File: src/rtl/player_hit.sv
// Player collision and life tracking: tests the three invader missiles against the
// player box each frame, reports the first hit, and runs the explosion/game-over sequence.
module player_hit #(
  parameter int PLAYER_Y       = 432,
  parameter int PLAYER_W       = 26,
  parameter int PLAYER_H       = 16,
  parameter int PROJ_W         = 3,
  parameter int PROJ_H         = 12,
  parameter int LIVES          = 3,
  parameter int EXPLODE_FRAMES = 60
) (
  input  logic       clk,
  input  logic       arst,
  input  logic       frame,
  input  logic [9:0] player_x,
  input  logic [9:0] m1_x,
  input  logic [9:0] m1_y,
  input  logic [9:0] m2_x,
  input  logic [9:0] m2_y,
  input  logic [9:0] m3_x,
  input  logic [9:0] m3_y,
  output logic [1:0] player_collision,
  output logic [1:0] lives,
  output logic       exploding,
  output logic       game_over
);

  typedef enum logic [1:0] {ALIVE, HIT, DEAD} state_t;

  state_t     state_q, state_d;
  logic [5:0] timer_q, timer_d;
  logic [1:0] lives_q, lives_d;
  logic [1:0] coll_q, coll_d;
  logic       exploding_q, exploding_d;
  logic       game_over_q, game_over_d;
  logic [2:0] overlap;
  logic [1:0] hit_idx;

  // Sums are widened to 11 bits so boxes near column/row 1023 never wrap.
  function automatic logic hit_test(input logic [9:0] px, input logic [9:0] mx,
                                    input logic [9:0] my);
    logic [10:0] px_w, mx_w, my_w;
    px_w = {1'b0, px};
    mx_w = {1'b0, mx};
    my_w = {1'b0, my};
    return (mx_w < px_w + 11'(PLAYER_W)) &&
           (mx_w + 11'(PROJ_W) > px_w) &&
           (my_w < 11'(PLAYER_Y + PLAYER_H)) &&
           (my_w + 11'(PROJ_H) > 11'(PLAYER_Y));
  endfunction

  always_comb begin
    overlap[0] = hit_test(player_x, m1_x, m1_y);
    overlap[1] = hit_test(player_x, m2_x, m2_y);
    overlap[2] = hit_test(player_x, m3_x, m3_y);
    if (overlap[0])      hit_idx = 2'd1;
    else if (overlap[1]) hit_idx = 2'd2;
    else if (overlap[2]) hit_idx = 2'd3;
    else                 hit_idx = 2'd0;
  end

  always_comb begin
    state_d = state_q;
    timer_d = timer_q;
    lives_d = lives_q;
    coll_d  = 2'd0;
    case (state_q)
      ALIVE: begin
        if (frame && hit_idx != 2'd0) begin
          coll_d  = hit_idx;
          timer_d = 6'(EXPLODE_FRAMES);
          state_d = HIT;
          if (lives_q != 2'd0) lives_d = lives_q - 2'd1;
        end
      end
      HIT: begin
        if (frame) begin
          timer_d = timer_q - 6'd1;
          if (timer_q == 6'd1) state_d = (lives_q == 2'd0) ? DEAD : ALIVE;
        end
      end
      default: state_d = DEAD;
    endcase
    exploding_d = (state_d == HIT);
    game_over_d = (state_d == DEAD);
  end

  always_ff @(posedge clk or posedge arst) begin
    if (arst) begin
      state_q     <= ALIVE;
      timer_q     <= 6'd0;
      lives_q     <= 2'(LIVES);
      coll_q      <= 2'd0;
      exploding_q <= 1'b0;
      game_over_q <= 1'b0;
    end else begin
      state_q     <= state_d;
      timer_q     <= timer_d;
      lives_q     <= lives_d;
      coll_q      <= coll_d;
      exploding_q <= exploding_d;
      game_over_q <= game_over_d;
    end
  end

  assign player_collision = coll_q;
  assign lives            = lives_q;
  assign exploding        = exploding_q;
  assign game_over        = game_over_q;

endmodule

File: config.mk
export PLATFORM = sky130hd
export DESIGN_NAME = player_hit
export DESIGN_NICKNAME = d
export VERILOG_FILES = /design/src/rtl/player_hit.sv
export SDC_FILE = /design/constraint.sdc
export NUM_CORES = 1
export LEC_CHECK = 0
export ABC_CLOCK_PERIOD_IN_PS = 1500
export CAP_MARGIN = 15
export CORE_ASPECT_RATIO = 0.8
export CORE_MARGIN = 2
export CORE_UTILIZATION = 49
export CTS_CLUSTER_SIZE = 40
export DETAILED_ROUTE_END_ITERATION = 7
export GPL_ROUTABILITY_DRIVEN = 0
export PLACE_DENSITY = 0.83
export SYNTH_ARGS = -nofsm -noshare
export SYNTH_HDL_FRONTEND = slang
export SYNTH_SLANG_ARGS = --single-unit
File: constraint.sdc
create_clock -name clk -period 1.5 [get_ports clk]
set_input_delay 0.225 -clock clk [delete_from_list [all_inputs] [get_ports clk]]
set_output_delay 0.225 -clock clk [all_outputs]
set_load 0.02 [all_outputs]
==> results of run 1 <==
## power groups by stage
| stage | logic [mW] | registers [mW] | clock network, mW |
|---|---|---|---|
| 6_report | 1.90 | 0.706 | 0.407 |
| 5_1_grt | 2.02 | 0.707 | 0.419 |
| 4_1_cts | 1.67 | 0.664 | 0.380 |
| 3_5_place_dp | 1.60 | 0.663 | 0 |
| 3_3_place_gp | 1.52 | 0.652 | 0 |
| 2_1_floorplan | 0.777 | 0.695 | 0 |
## metrics by stage
stage / setup slack, ps / utilization
6_report: -1600 / 0.857
3_5_place_dp: -2280 / 0.791
2_1_floorplan: -1550 / -
5_1_grt: -1680 / 0.857
4_1_cts: -1540 / 0.824
3_3_place_gp: -2200 / 0.791
## sequential cells by signal (all words and copies together) (netlist names)
signal,cells
exploding,1
game_over,1
lives,2
player_collision,2
state_q,2
timer_q,6
## what timing repair did
item	CTS	global route
gates cloned	0	0
gates resized for setup	47	43
pin swaps	16	32
buffers inserted	5	4
endpoints found under the hold margin	0	0
setup endpoints to repair	14	12
## kinds of logic (layout without fill, tap and decap cells)
group                      count (synthesis)  count (layout)  share of synthesized area
AOI/OAI and AO/OA                         77              77                      0.190
xor gates and xnor gates                  34              34                      0.112
adders and majority gates                 65              65                      0.304
buffers and inverters                     29             208                     0.0408
DFF                                       14              14                      0.132
muxes                                      2               2                    0.00797
and+or+nand+nor                          107             107                      0.213
## critical path, delay by kind of cell
family / cells / cell delay (ps)
simple gates: 5 / 920
fa+ha+maj: 2 / 600
buf+inv: 6 / 710
compound gates: 4 / 830
## routing by layer
layer,vias up,track usage,part of all wire
met1,1610,0.412,0.37
met2,310,0.584,0.45
li1,1584,-,-
met3,82,0.0804,0.12
met5,-,0,0
met4,0,0.168,0.064
## cells in the final DEF (no fill, tap or decap), types with 3 or more instances in the layout
master / synthesis / layout
a21oi_1: 25 / 21
a21oi_2: 0 / 4
buf_6: 0 / 7
clkbuf_8: 0 / 4
nand3_1: 15 / 12
nor2_1: 24 / 20
a31o_2: 4 / 3
o21ai_0: 13 / 8
inv_1: 29 / 26
dfrtp_1: 12 / 12
xor2_1: 9 / 9
buf_4: 0 / 91
nor2_2: 0 / 4
xnor2_1: 25 / 22
a21o_1: 6 / 6
ha_1: 64 / 60
nor2b_1: 5 / 5
clkdlybuf4s50_1: 0 / 61
nand2b_1: 4 / 4
nand3b_1: 7 / 7
nand2_1: 17 / 16
ha_4: 0 / 4
inv_2: 0 / 3
and3_1: 4 / 3
o2111ai_1: 4 / 4
o211ai_1: 3 / 3
dlymetal6s2s_1: 0 / 9
nor3_1: 7 / 5
o21ai_2: 0 / 4
nand4_1: 11 / 11
## layout make-up
type	count	share of cell area
inverter	29	0.0238
timing repair buffer	175	0.338
clock buffer	4	0.0120
tap	65	0.0178
multi-input combinational	285	0.531
sequential	14	0.0771
## worst paths after layout
kind | start | depth (start not counted) | to | slack, ps
worst max-delay path | player_x[1] | 17 | player_collision[0] | -1600
worst min-delay path | arst | 2 | player_collision[0] | 340
worst max register to register | lives[0] | 4 | lives[0] | -100
worst min register to register | lives[1] | 2 | lives[1] | 520
max in group asynchronous | arst | 2 | player_collision[1] | 750
min in group clk | lives[1] | 2 | lives[1] | 520
==> out/metrics.yaml, run 1 <==
clock_network:
  root_buffer: "clkbuf_8"
  clk_path_buf_depth: 2
  cts_buffers: 3
  cts.sinks: 14
  hold_buffers: 0
  clk_pin_slew_ps: 80
  clk_latency_ps: 270
  cts_tree: "done"
  cts_max_level: 1
routing:
  wl_per_cell_um: 20.6
  drtIter0Drc: 286
  num_vias: 3586
  routed_wirelength_um: 11800
  viasPerCell: 6.27
  route.detailed.drc: 0
  first_pass_iters: 5
  ant_nets: 0
power_and_ir_drop:
  peakVddDrop_v: 0.000423
  switchingPower_mw: 1.31
  power.total_mw: 3.01
  p_int_mw: 1.70
  seqPwrFrac: 0.234
  power_switching_share: 0.434
  power.density_nw_per_um2: 657
  p_comb_frac: 0.630
  p_leak_nw: 2.23
  p_clk_frac: 0.135
worst_setup_path:
  worstPathArrival_ps: 3310
  cp_slowest_cell: "or4_1"
  cp-start-kind: "input pin"
  max_stage_delay_ps: 470
  path_cells: "buf_8 -> buf_6 -> buf_4 -> a21oi_1 -> nor2_1 -> nor2_2 -> ha_1 -> a21oi_1 -> nor2_1 -> or4_1 -> maj3_2 -> a311o_1 -> buf_6 -> buf_4 -> buf_6 -> o21ai_2 -> nor2b_1"
  crit_type: "input pin to flip-flop"
  critPathRequiredTime_ps: 1700
  critPathMaxFanout: 2
  cpMostUsedCell: "buf_6"
  cp-end-kind: "flip-flop"
grt:
  grt_max_degree: 15
  antenna_found_initial: 0
  grt_pass1_vias: 3566
  grt_pass1_wl_um: 16800
  grt_usage: 0.347
  grt-ovfl-total: 0
synthesis:
  synthesis.nets: 465
  synth_area_per_cell_sq_um: 8.14
  synth_commonest_cells: "ha_1, inv_1, a21oi_1, xnor2_1, nor2_1"
  ys_types: 48
  synth_cells: 328
  synth_top_area_frac: 0.300
  synth_area_leaders: "ha_1, dfrtp_1, xnor2_1"
  syn_area_sq_um: 2670
  yosys_most_used_dff: "dfrtp_1"
  ys_ff_latch: 14
  ys_seq_area_frac: 0.132
  yosysWarnings: 0
  synth-async-reset-ratio: 1.00
  synth.most_common_cell: "ha_1"
  yosysTopAreaCell: "ha_1"
  synth_edf_count: 0
floorplanning:
  num_rows: 24
  die_h_um: 70.0
  die_w_um: 86.5
  initial_utilization: 0.499
  dieArea_sq_um: 6060
  coreArea_sq_um: 5350
  io_pins: 79
placement:
  place_area_sq_um: 4230
  dp_cells: 559
  io_buffer_count: 78
  dp_hpwl_um: 7520
layout:
  antenna_cells: 0
  seq_area_sq_um: 353
  final_area_sq_um: 4580
  multi_input_area_sq_um: 2430
  area_delta_synth_final_pct: 71.5
  drive_gt1_frac: 0.300
  stdcell_count: 572
  nets: 645
  fillCellCount: 271
sta:
  drv_slew: 0
  grt_setup_unrepaired: "true"
  tns_ps: -18510
  final_hold_viol_count: 0
  timing.hold.ws_ps: 336
  post-route-min-period_ps: 3100
  fin_skew_ps: 14.9
  setup_viol: 12
  timing.fmax_mhz: 322
  finalCritPeriodShare: 2.07
  fin_ws_ps: -1600
  relSlewSlack: 0.594
  worst_pin_slew_ps: 608
outcome:
  outcome: "finished, violations left"
  violations: "setup timing"
flow_run:
  drv_cap: 0
hold_path:
  hold_path_class: "input pin to asynchronous set/reset pin"
(Power assumes the default switching activity.)
==> run 2: changes to the inputs <==
--- a/config.mk
+++ b/config.mk
@@ -10,6 +10,7 @@
 export CORE_ASPECT_RATIO = 0.8
 export CORE_MARGIN = 2
 export CORE_UTILIZATION = 49
+export CTS_CLUSTER_DIAMETER = 150
 export CTS_CLUSTER_SIZE = 40
 export DETAILED_ROUTE_END_ITERATION = 7
 export GPL_ROUTABILITY_DRIVEN = 0
==> results of run 2 <==
No change in the layout: final DEF, timing and power equal those of run 1.
